### src/rtl/cpu_pkg.sv
// Shared CPU definitions: IR fetch codes, fetch-sequencer state encoding and the
// default set of opcodes that carry a second (memory-address) byte.
package cpu_pkg;

    localparam logic [1:0] FETCH_HOLD = 2'b00;
    localparam logic [1:0] FETCH_P1   = 2'b01;
    localparam logic [1:0] FETCH_P2   = 2'b10;

    // bit[op] set means opcode op is followed by a memory-address byte
    localparam logic [15:0] TWO_BYTE_MASK_DEFAULT = 16'hFF00;

    typedef enum logic [2:0] {
        StF1,
        StF2,
        StDisp,
        StExec,
        StHalt
    } fetch_state_e;

endpackage

### src/rtl/fetch_ctrl_if.sv
// Fetch sequencer bus: memory read channel, IR capture code and execution-unit handshake.
interface fetch_ctrl_if #(
    parameter int unsigned AW = 8
);
    logic [7:0]    data;
    logic          mem_rdy;
    logic          mem_rd;
    logic [AW-1:0] mem_addr;
    logic [1:0]    fetch;
    logic          ins_valid;
    logic          exec_done;
    logic          jmp_en;
    logic [AW-1:0] jmp_addr;
    logic          halt;
    logic [AW-1:0] pc;
    logic          halted;

    modport master (
        input  data, mem_rdy, exec_done, jmp_en, jmp_addr, halt,
        output mem_rd, mem_addr, fetch, ins_valid, pc, halted
    );

    modport slave (
        output data, mem_rdy, exec_done, jmp_en, jmp_addr, halt,
        input  mem_rd, mem_addr, fetch, ins_valid, pc, halted
    );

endinterface

### src/rtl/pc_reg.sv
// Program counter: synchronous reset, increment modulo 2^AW, load with priority over increment.
module pc_reg #(
    parameter int unsigned   AW       = 8,
    parameter logic [AW-1:0] RESET_PC = '0
) (
    input  logic          clk,
    input  logic          rst_n,
    input  logic          i_inc,
    input  logic          i_load,
    input  logic [AW-1:0] i_load_addr,
    output logic [AW-1:0] o_pc
);

    logic [AW-1:0] r_pc;

    always_ff @(posedge clk) begin
        if (!rst_n) begin
            r_pc <= RESET_PC;
        end else if (i_load) begin
            r_pc <= i_load_addr;
        end else if (i_inc) begin
            r_pc <= r_pc + AW'(1);
        end
    end

    assign o_pc = r_pc;

endmodule

### src/rtl/fetch_ctrl.sv
// Instruction-fetch sequencer: reads one or two instruction bytes, steers the IR via the
// fetch code, hands the instruction to the execution unit and applies jump/halt/next-PC.
module fetch_ctrl
    import cpu_pkg::*;
#(
    parameter int unsigned   AW            = 8,
    parameter logic [AW-1:0] RESET_PC      = '0,
    parameter logic [15:0]   TWO_BYTE_MASK = TWO_BYTE_MASK_DEFAULT
) (
    input  logic          clk,
    input  logic          rst_n,
    fetch_ctrl_if.master  io_bus
);

    fetch_state_e  r_state;
    fetch_state_e  w_state_d;
    logic          w_inc;
    logic          w_load;
    logic          w_mem_rd;
    logic          w_ins_valid;
    logic          w_halted;
    logic [1:0]    w_fetch;
    logic [AW-1:0] w_pc;
    logic [AW-1:0] w_pc_out;

    pc_reg #(
        .AW       (AW),
        .RESET_PC (RESET_PC)
    ) u_pc_reg (
        .clk         (clk),
        .rst_n       (rst_n),
        .i_inc       (w_inc),
        .i_load      (w_load),
        .i_load_addr (io_bus.jmp_addr),
        .o_pc        (w_pc)
    );

    always_ff @(posedge clk) begin
        if (!rst_n) begin
            r_state <= StF1;
        end else begin
            r_state <= w_state_d;
        end
    end

    always_comb begin
        w_state_d   = r_state;
        w_inc       = 1'b0;
        w_load      = 1'b0;
        w_mem_rd    = 1'b0;
        w_ins_valid = 1'b0;
        w_halted    = 1'b0;
        w_fetch     = FETCH_HOLD;
        case (r_state)
            StF1: begin
                w_mem_rd = 1'b1;
                if (io_bus.mem_rdy) begin
                    w_fetch   = FETCH_P1;
                    w_inc     = 1'b1;
                    w_state_d = TWO_BYTE_MASK[io_bus.data[7:4]] ? StF2 : StDisp;
                end
            end
            StF2: begin
                w_mem_rd = 1'b1;
                if (io_bus.mem_rdy) begin
                    w_fetch   = FETCH_P2;
                    w_inc     = 1'b1;
                    w_state_d = StDisp;
                end
            end
            StDisp: begin
                w_ins_valid = 1'b1;
                w_state_d   = StExec;
            end
            StExec: begin
                // jump target is loaded even when halting
                if (io_bus.exec_done) begin
                    w_load    = io_bus.jmp_en;
                    w_state_d = io_bus.halt ? StHalt : StF1;
                end
            end
            StHalt: begin
                w_halted = 1'b1;
            end
            default: begin
                w_state_d = StF1;
            end
        endcase
    end

    // Outputs are forced idle during reset so an in-flight fetch code never reaches the IR.
    assign w_pc_out         = rst_n ? w_pc : RESET_PC;
    assign io_bus.pc        = w_pc_out;
    assign io_bus.mem_addr  = w_pc_out;
    assign io_bus.mem_rd    = rst_n & w_mem_rd;
    assign io_bus.fetch     = rst_n ? w_fetch : FETCH_HOLD;
    assign io_bus.ins_valid = rst_n & w_ins_valid;
    assign io_bus.halted    = rst_n & w_halted;

endmodule

### src/flat_wrapper.sv
// flat-port wrapper written by rule: the top's interface ports become plain ports
module fetch_ctrl_flat import cpu_pkg::*;
#(
    parameter int unsigned   AW            = 8,
    parameter logic [AW-1:0] RESET_PC      = '0,
    parameter logic [15:0]   TWO_BYTE_MASK = TWO_BYTE_MASK_DEFAULT
)
  (clk, rst_n, io_bus_data, io_bus_mem_rdy, io_bus_exec_done, io_bus_jmp_en, io_bus_jmp_addr, io_bus_halt, io_bus_mem_rd, io_bus_mem_addr, io_bus_fetch, io_bus_ins_valid, io_bus_pc, io_bus_halted);
  fetch_ctrl_if #(.AW(AW)) io_bus_i ();
  input  logic clk;
  input  logic rst_n;
  input wire logic [$bits(io_bus_i.data)-1:0] io_bus_data;
  input wire logic [$bits(io_bus_i.mem_rdy)-1:0] io_bus_mem_rdy;
  input wire logic [$bits(io_bus_i.exec_done)-1:0] io_bus_exec_done;
  input wire logic [$bits(io_bus_i.jmp_en)-1:0] io_bus_jmp_en;
  input wire logic [$bits(io_bus_i.jmp_addr)-1:0] io_bus_jmp_addr;
  input wire logic [$bits(io_bus_i.halt)-1:0] io_bus_halt;
  output wire logic [$bits(io_bus_i.mem_rd)-1:0] io_bus_mem_rd;
  output wire logic [$bits(io_bus_i.mem_addr)-1:0] io_bus_mem_addr;
  output wire logic [$bits(io_bus_i.fetch)-1:0] io_bus_fetch;
  output wire logic [$bits(io_bus_i.ins_valid)-1:0] io_bus_ins_valid;
  output wire logic [$bits(io_bus_i.pc)-1:0] io_bus_pc;
  output wire logic [$bits(io_bus_i.halted)-1:0] io_bus_halted;
  assign io_bus_i.data = io_bus_data;
  assign io_bus_i.mem_rdy = io_bus_mem_rdy;
  assign io_bus_i.exec_done = io_bus_exec_done;
  assign io_bus_i.jmp_en = io_bus_jmp_en;
  assign io_bus_i.jmp_addr = io_bus_jmp_addr;
  assign io_bus_i.halt = io_bus_halt;
  assign io_bus_mem_rd = io_bus_i.mem_rd;
  assign io_bus_mem_addr = io_bus_i.mem_addr;
  assign io_bus_fetch = io_bus_i.fetch;
  assign io_bus_ins_valid = io_bus_i.ins_valid;
  assign io_bus_pc = io_bus_i.pc;
  assign io_bus_halted = io_bus_i.halted;
  fetch_ctrl #(.AW(AW), .RESET_PC(RESET_PC), .TWO_BYTE_MASK(TWO_BYTE_MASK)) u_core (.clk(clk), .rst_n(rst_n), .io_bus(io_bus_i));
endmodule
### config.mk
export PLATFORM = sky130hd
export DESIGN_NAME = fetch_ctrl_flat
export DESIGN_NICKNAME = d
export VERILOG_FILES = /design/src/rtl/cpu_pkg.sv /design/src/rtl/fetch_ctrl_if.sv /design/src/rtl/pc_reg.sv /design/src/rtl/fetch_ctrl.sv /design/src/flat_wrapper.sv
export SDC_FILE = /design/constraint.sdc
export NUM_CORES = 1
export LEC_CHECK = 0
export ABC_AREA = 1
export BUFFER_PORTS_ARGS = -buffer_cell sky130_fd_sc_hd__buf_2
export CORE_MARGIN = 8
export CORE_UTILIZATION = 40
export DETAILED_ROUTE_END_ITERATION = 12
export PLACE_DENSITY = 0.74
export SYNTH_ARGS = -nofsm -noshare
export SYNTH_HDL_FRONTEND = slang
export SYNTH_SLANG_ARGS = --single-unit
### constraint.sdc
create_clock -name clk -period 1.15 [get_ports clk]
set_input_delay 0.0575 -clock clk [delete_from_list [all_inputs] [get_ports clk]]
set_output_delay 0.0575 -clock clk [all_outputs]
set_load 0.01 [all_outputs]
Word level (Yosys, flattened, before mapping) --
Memories as Yosys holds them, arrays and structs flattened. Index checks and enable logic that the tools add are counted.
Cells by class: $add $sub $neg 1, $lt $le $gt $ge 1, equality and inequality tests 7, muxes and demuxes 21, bitwise gates (word level) 4, reduce and logical (&&, ||, !) cells 4
Operators with widths (number):
- 8-bit 2-to-1 mux | 3
- 3-bit one-hot mux with 5 select lines | 1
- 3-bit 2-to-1 mux | 4
- 1-bit 2-to-1 mux | 9
- 8-bit by 1-bit adder with 8-bit output, second input constant | 1
- 3-bit by 2-bit equality test with 1-bit output, second input constant | 2
- 2-bit 2-to-1 mux | 3
- 2-bit != test, second input constant | 3
- 4-bit by 5-bit less-than comparator with 1-bit output, second input constant | 1
- 2-bit one-hot mux with 2 select lines | 1
- 4-bit AND reduction | 1
- 1-bit bitwise AND | 3
- 3-bit by 1-bit equality test with 1-bit output, second input constant | 1
- 3-bit equality test, second input constant | 1
- 3-bit zero test | 1
- 2-bit nonzero test | 1
- 2-bit OR reduction | 1
- 1-bit inverter | 1
Word-level totals: register bits after elaboration 11, bits in read-only memories 16, output and inout bits 21, memories 1
Memories:
- (name not given) | words 16, bits a word 1, read ports 1, clocked after Yosys merged registers in 0, write ports 0, RTL line fetch_ctrl.sv:60 | w_state_d = TWO_BYTE_MASK[io_bus.data[7:4]] ? StF2 : StDisp;

Depth between registers and ports, before layout --
Gate-level depths: netlist (run 1).
depth in word-level cells 5, gate-level depth with buffers 8, depth with buffers taken out 8

Hierarchy --
A second synthesis (run 1) with hierarchy kept.
Second synthesis, totals: cell total of the unflattened synthesis 132, area, all modules 849.6 sq um
By module, submodules not included:
- pc_reg | instances 1, cells an instance 70, area an instance 489.2 sq um, sequential area each 160.2 sq um
- fetch_ctrl | instances 1, cells an instance 62, area an instance 360.3 sq um, sequential area each 60.1 sq um

Least setup slack after synthesis (run 1) --
No wires, ideal clock.
path kind reg-to-reg, start register u_core.r_state[1], end register u_core.u_pc_reg.r_pc[6] (netlist: u_core.u_pc_reg.o_pc[6]), arrival time 1.005 ns, required time 1.038 ns, path slack 0.032 ns, stages on the path, launching flop included 9, path buffers 1, path through dfxtp_1 > nand2_1 > nor2_2 > nand2_2 > buf_6 > nor2_1 > nor2_1 > nand2_1 > nand2_1
Between the ends: word-level cells in the longest chain between the ends 4
RTL lines:
- from (decl) | RTL line fetch_ctrl.sv:15 | fetch_state_e r_state;
- from (signal assigned) | RTL line fetch_ctrl.sv:40 | r_state <= StF1;
- from (signal assigned) | RTL line fetch_ctrl.sv:42 | r_state <= w_state_d;
- 3-bit by 1-bit equality test with 1-bit output / 3-bit zero test (equally long branches) | RTL line fetch_ctrl.sv:54 | case (r_state)
- 2-bit OR reduction (no line)
- 1-bit 2-to-1 mux
- 2-bit nonzero test (no line)
- to (signal assigned) | RTL line pc_reg.sv:20 | r_pc <= i_load_addr;
- to (signal assigned) | RTL line pc_reg.sv:22 | r_pc <= r_pc + AW'(1);
- to (decl) | RTL line pc_reg.sv:14 | logic [AW-1:0] r_pc;
Parallel ways exist; a longest one is shown, timed or not. A chain may end at the register's enable or synchronous reset.

Worst setup path in the final report (run 1) --
start register u_core.r_state[1], end output port io_bus_fetch[0]
Between the ends: word-level cells in the longest chain between the ends 3
RTL lines:
- 3-bit by 1-bit equality test with 1-bit output / 3-bit zero test (equally long branches) | RTL line fetch_ctrl.sv:54
- 2-bit one-hot mux with 2 select lines (*) | RTL line fetch_ctrl.sv:54
- 2-bit 2-to-1 mux (*) | RTL line fetch_ctrl.sv:96 | assign io_bus.fetch = rst_n ? w_fetch : FETCH_HOLD;
- to (decl) | RTL line flat_wrapper.sv:20 | output wire logic [$bits(io_bus_i.fetch)-1:0] io_bus_fetch;
Every way passes the cells marked *; elsewhere a longest branch is shown, timed or not.

==> implementation parameters, run 1 <==
Parameter                              Value

Synthesis
  Number of synthesis warnings    0
  Fraction of post-synthesis cell area in the top cell type by area    0.252
  Cell area after synthesis    slightly below 900 µm²
  Synthesized netlist cell count    between 100 and 150
  Dominant cell type by area after synthesis    sky130_fd_sc_hd__dfxtp_1
  Number of synthesized register bits    11
  Net Count, Synth    between 150 and 200
  Number of unique standard cell types used by synthesis    24
  Proportion of synthesized chip area in sequential cells    0.252
  Post-synthesis area per instance    between 5 and 6 µm²
  Leading post-synthesis cells by cell area    sky130_fd_sc_hd__dfxtp_1 (25%), sky130_fd_sc_hd__nand2_1 (20%), sky130_fd_sc_hd__nor2_1 (10%), sky130_fd_sc_hd__inv_1 (9.0%), sky130_fd_sc_hd__buf_4 (6.9%)

Pwr
  Static Leakage    0.773 nW
  Total power draw    2.35 mW
  Internal    1.28 mW
  NetSw    1.07 mW
  Clk pwr share    0.119
  Power share of the sequential group    0.271
  Power density of the placed cells    about 1700 nW/µm²
  Maximum vdd ir drop    0.00104 V
  Gate power share    0.610
  Share of total power consumed by net switching    0.455

Outcome
  Violated checks    negative setup slack
  Outcome    finished with violations

Critical path
  Max Fanout on Critical Path    4
  Crit path DAT    1280 ps
  Kind of launch point of the worst setup path    register
  Standard cell with the maximum stage delay on the critical path    sky130_fd_sc_hd__dfxtp_4
  Sort of element at the end of the critical path    output port
  Cell chain of the critical path    nor2_4, nand2_4, buf_6, nor3_2, buf_2
  Required time of the critical path    about 1100 ps
  Delay of the slowest critical-path stage    about 370 ps
  Worst setup path class    reg -> out

Drt
  Total vias in the final route    1086
  Final antenna-violating net count    0
  Initial DRC Count    between 50 and 60
  Final routed wirelength across all metal layers    ~3.0 mm
  Ratio of routed vias to standard cells    between 4 and 5
  Router iterations before antenna repair    5
  Detailed-route DRC error count    0
  Post-DR wirelength/cell    13.3 µm

Clock network
  Count of H-tree levels built during CTS    1
  CTS buffer count    3
  TritonCTS clock tree    built
  Number of buffers added to fix hold violations after cts    0
  CTS root buffer    sky130_fd_sc_hd__clkbuf_4
  Worst-skew pair later-pin latency    280 ps
  Bufs on Longest Clock Path    2
  TritonCTS sink count    11
  Clock transition at path regs    roughly 70 ps

STA
  Worst-case setup margin in the final layout    -183 ps
  # setup viols final    11
  Total count of max-transition violations in the final report    0
  Ratio of final minimum period to clock period    1.16
  Tightest Pin Transition    319 ps
  Final hold violation count    0
  Final clock skew    roughly 2.6 ps
  Max Clk Rate    0.750 GHz
  Slew headroom    0.787
  Aggregate negative setup slack    -745 ps
  Minimum clock period after layout    1330 ps
  RSZ-0062 raised after global routing    yes

Placement
  Post-detailed-placement half-perimeter wirelength    1.78 mm
  IO buf count    35
  Final weighted congestion of routability-driven global placement    0.844

Floorplanning
  Boundary Pins    43
  Die W    around 63 µm
  Placement row count    17
  Die Height    between 60 and 70 µm
  Total core area    ~2100 µm²
  Full die area    approximately 3900 µm²
  Initial core utilization    0.411

Final layout
  Count of inserted antenna diode cells    0
  Count of filler cells inserted in the layout    roughly 190
  Area growth from synthesis to layout    58.9%
  Top library cells by usage in the layout, fill and taps aside    sky130_fd_sc_hd__nand2_1 (39), sky130_fd_sc_hd__buf_2 (35), sky130_fd_sc_hd__inv_1 (17)
  Leading cell type in the layout, fill and taps excluded    sky130_fd_sc_hd__nand2_1
  Post-layout net count    between 200 and 250
  Fraction of final layout cells with drive strength greater than 1    0.513

Global routing
  Via count of the first global-routing pass    roughly 1000
  Maximum number of pins on one net before global-route repair    10
  Antenna violations before repair    0
  Total congestion overflow after global routing    0
  First-pass GRT wire length    4.22 mm
  Global router's overall resource usage    0.125

Hold path
  Hold Path Class    in -> reg

Job
  Maximum capacitance violations    0
[synthesized netlist by cell type, drive strengths merged]
master and instances:
and2 1, nor3 3, nand3b 1, xor2 1
nand2 50, o21ai 9, dfxtp 11, ha 1
nand3 8, clkbuf 1, xnor2 1, o211ai 2
inv 21, nor2 26, a21oi 3, buf 10
[registers in the layout, indices dropped and copies added (netlist names)]
name,count
u_core.u_pc_reg.o_pc,8
u_core.r_state,3
[kinds of logic (layout without fill, tap and decap cells)]
family	Yosys count	after routing	share of synthesized area
compound gates	14	14	0.0960
xor+xnor	2	2	0.0201
fa+ha+maj	1	1	0.0143
buf+inv	32	78	0.183
flops	11	11	0.252
simple gates	89	89	0.434
[final timing paths]
check | from | to | slack, ps | cells after the start
max reg2reg | u_core.r_state[2]$_SDFFE_PN0P_ | u_core.u_pc_reg.o_pc[4]$_SDFFE_PN0P_ | -40 | 8
max | u_core.r_state[1]$_SDFFE_PN0P_ | io_bus_fetch[0] | -180 | 5
min | io_bus_jmp_addr[1] | u_core.u_pc_reg.o_pc[1]$_SDFFE_PN0P_ | 30 | 3
min reg2reg | u_core.u_pc_reg.o_pc[7]$_SDFFE_PN0P_ | u_core.u_pc_reg.o_pc[7]$_SDFFE_PN0P_ | 560 | 4
[worst max-delay path: cells and delay by family, from the launching register on]
kind	cells	cell delay, ps
and+or+nand+nor	3	350
DFF	1	370
buffers and inverters	2	290
[metal layers]
layer,up-vias,GRT usage,part of all wire
met4,0,0.0513,0.026
met3,9,0.0161,0.045
met2,40,0.225,0.50
li1,544,-,-
met5,-,0,0
met1,493,0.145,0.43
[metrics by stage]
step           hold WS (ps)  area [µm²]   util  instances  setup slack [ps]
3_3_place_gp            298        1080  0.510        212             -4.48
4_1_cts                39.2        1210  0.571        221             -76.7
6_report               26.6        1390  0.652        223              -183
3_5_place_dp            311        1080  0.510        212             -31.1
2_1_floorplan           199         873      -        149              32.3
5_1_grt                49.0        1390  0.652        223              -211
[final cells by class]
| cell class | count | area (µm²) | area share |
|---|---|---|---|
| clock buffers | 4 | 26.3 | 0.0189 |
| inverters | 21 | 86.3 | 0.0622 |
| multi-input cells | 106 | 669 | 0.482 |
| flip-flops and latches | 11 | 234 | 0.169 |
| well taps | 28 | 35.0 | 0.0252 |
| repair buffers | 53 | 337 | 0.243 |
[power groups by stage]
stage               clock, mW  sequential [mW]  combinational (mW)
floorplan                   0            0.568               0.577
global placement            0            0.565               0.874
detailed placement          0            0.568               0.890
CTS                     0.273            0.594                1.09
global route            0.310            0.649                1.55
finish                  0.279            0.637                1.43
[timing repair]
action / in CTS / in global routing
resized for setup: 22 / 46
pin swaps: 5 / 14
setup buffers: 5 / 2
endpoints found under the setup margin: 11 / 16
endpoints found under the hold margin: 0 / 0
Note: power is estimated with default switching activity, not from simulation.
==> run 2, diff against run 1 <==
==> constraint.sdc (replaced) <==
create_clock -name clk -period 1.2 [get_ports clk]
set_input_delay 0.06 -clock clk [delete_from_list [all_inputs] [get_ports clk]]
set_output_delay 0.06 -clock clk [all_outputs]
set_load 0.01 [all_outputs]
==> run 2 against run 1 <==
Global-route usage shrank 0.51 points. Non-clock buffer count fell by 7. Sequential share of layout area grew 1.9 points. The run still ends with negative setup slack left. Critical endpoint unchanged.
==> implementation parameters, run 2 (synthesized netlist as in run 1, its figures left out) <==
Parameter                              Value

Outcome
  Violated checks    negative setup slack
  Outcome    finished with violations

Global routing
  Global router's overall resource usage    0.120
  Via count of the first global-routing pass    roughly 990
  Antenna violations before repair    0
  Total congestion overflow after global routing    0
  Maximum number of pins on one net before global-route repair    14
  First-pass GRT wire length    approximately 4.1 mm

Placement
  IO buf count    35
  Final weighted congestion of routability-driven global placement    between 0.8 and 0.9
  Setup WS pre-CTS    -17.4 ps
  Area of placed instances    1050 µm²
  Post-detailed-placement half-perimeter wirelength    1.74 mm

Clock network
  Count of H-tree levels built during CTS    1
  Bufs on Longest Clock Path    2
  Number of buffers added to fix hold violations after cts    0
  TritonCTS clock tree    built
  TritonCTS sink count    11
  CTS root buffer    sky130_fd_sc_hd__clkbuf_4
  Worst-skew pair later-pin latency    roughly 270 ps
  Clock transition at path regs    roughly 70 ps
  CTS buffer count    3

Final layout
  Fraction of final layout cells with drive strength greater than 1    0.426
  Count of filler cells inserted in the layout    slightly below 200
  Sequential cell area    ~230 µm²
  Max reg flops    8
  Post-layout net count    roughly 210
  Multi-input combinational cell area    ~580 µm²
  Leading cell type in the layout, fill and taps excluded    sky130_fd_sc_hd__nand2_1
  Count of inserted antenna diode cells    0
  Post-Layout Inst Area    1240 µm²
  Area growth from synthesis to layout    41.5%
  Top library cells by usage in the layout, fill and taps aside    sky130_fd_sc_hd__nand2_1 (43), sky130_fd_sc_hd__buf_2 (35), sky130_fd_sc_hd__nor2_1 (19)

Floorplanning
  Die W    62.7 µm
  Total core area    roughly 2100 µm²
  Boundary Pins    43
  Die Height    between 60 and 70 µm
  Initial core utilization    0.411
  Full die area    around 3900 µm²
  Placement row count    17

STA
  Worst-case setup margin in the final layout    -55.6 ps
  Tightest Pin Transition    238 ps
  Aggregate negative setup slack    -93.9 ps
  Final clock skew    ~3.2 ps
  Minimum clock period after layout    around 1300 ps
  Slew headroom    0.841
  Total count of max-transition violations in the final report    0
  Hold Worst Slack    around 40 ps
  Final hold violation count    0
  Ratio of final minimum period to clock period    1.05
  Max Clk Rate    0.796 GHz
  # setup viols final    2
  RSZ-0062 raised after global routing    yes

Job
  Maximum capacitance violations    0

Critical path
  Worst R2R End    u_core.u_pc_reg.o_pc[5]$_SDFFE_PN0P_
  Standard cell with the maximum stage delay on the critical path    sky130_fd_sc_hd__dfxtp_4
  Setup slack on the worst flop-to-flop path    30 ps
  Max Fanout on Critical Path    3
  Required time of the critical path    approximately 1100 ps
  Sort of element at the end of the critical path    output port
  Register-to-Register Path Depth    8
  Bufs and invs on worst path    2
  Category of cells accounting for the largest share of critical-path delay    flip-flops
  Cell chain of the critical path    nor2_4, nand2_4, buf_6, nor3_2, buf_2
  Reg2reg start    u_core.r_state[2]$_SDFFE_PN0P_
  Worst setup path class    reg -> out
  Kind of launch point of the worst setup path    register
  Crit path DAT    ~1200 ps
  Delay of the slowest critical-path stage    360 ps

Drt
  Detailed-route DRC error count    0
  Total vias in the final route    between 1000 and 1500
  Initial DRC Count    16
  Final routed wirelength across all metal layers    approximately 2.4 mm
  Post-DR wirelength/cell    between 10 and 15 µm
  Ratio of routed vias to standard cells    4.73
  Router iterations before antenna repair    4
  Final antenna-violating net count    0

Hold path
  Hold Path Class    in -> reg
  Beginning of the worst hold path    io_bus_jmp_addr[1]
  Hold Path Depth    3
  Endpoint, Worst Hold    u_core.u_pc_reg.o_pc[1]$_SDFFE_PN0P_

Pwr
  Maximum vdd ir drop    0.000887 V
  Total power draw    roughly 2 mW
  Power density of the placed cells    1580 nW/µm²
  Static Leakage    0.710 nW
## run 2: cell count changes in the layout (fill, tap and decap cells not counted), sizes merged
| cell | before | now |
|---|---|---|
| buf | 53 | 46 |
## run 2: repair_timing
| item | CTS | global route |
|---|---|---|
| pin swaps | 2 | 4 |
| endpoints found under the setup margin | 8 | 14 |
| buffers inserted | 3 | 1 |
| resized for setup | 14 | 27 |
## run 2: how the worst max path moves through the flow
stage / slack (ps) / startpoint / cells past startpoint / end
finish: -60 / u_core.r_state[2]$_SDFFE_PN0P_ / 5 / io_bus_fetch[0]
global route: -120 / u_core.r_state[2]$_SDFFE_PN0P_ / 5 / io_bus_fetch[1]
CTS: -40 / u_core.r_state[2]$_SDFFE_PN0P_ / 5 / io_bus_fetch[0]
detailed placement: -20 / u_core.r_state[2]$_SDFFE_PN0P_ / 6 / u_core.u_pc_reg.o_pc[2]$_SDFFE_PN0P_
global placement: 10 / u_core.r_state[2]$_SDFFE_PN0P_ / 6 / u_core.u_pc_reg.o_pc[2]$_SDFFE_PN0P_
floorplan: 80 / u_core.r_state[1]$_SDFFE_PN0P_ / 8 / u_core.u_pc_reg.o_pc[6]$_SDFFE_PN0P_
## run 2: layout make-up
type,instances,share of cell area
repair buffers,46,0.228
clock buffers,4,0.0213
multi-input cells,106,0.468
flip-flops and latches,11,0.187
inverters,21,0.0678
well taps,28,0.0283
## run 2: report_power, final
| group | total (mW) | internal [mW] | switching [mW] | leakage, nW |
|---|---|---|---|---|
| sequential | 0.581 | 0.473 | 0.108 | 0.0924 |
| clock | 0.258 | 0.129 | 0.130 | 0.0150 |
| combinational | 1.11 | 0.501 | 0.611 | 0.603 |
## run 2: metrics by stage
stage | util | cells
2_1_floorplan | - | 149
3_5_place_dp | 0.496 | 208
5_1_grt | 0.581 | 216
4_1_cts | 0.538 | 215
6_report | 0.581 | 216
3_3_place_gp | 0.496 | 208
## run 2: worst min-delay path: stages
cell and delay (ps):
sky130_fd_sc_hd__buf_2 90, sky130_fd_sc_hd__o211ai_2 80, sky130_fd_sc_hd__nand2_1 50
## run 2: per-layer routing
layer  global-route usage  vias to the layer above  wire, µm
met5                    0                        -         0
li1                     -                      527         -
met4               0.0541                        0        63
met1                0.139                      451      1070
met2                0.207                       35      1190
met3               0.0251                        9       103
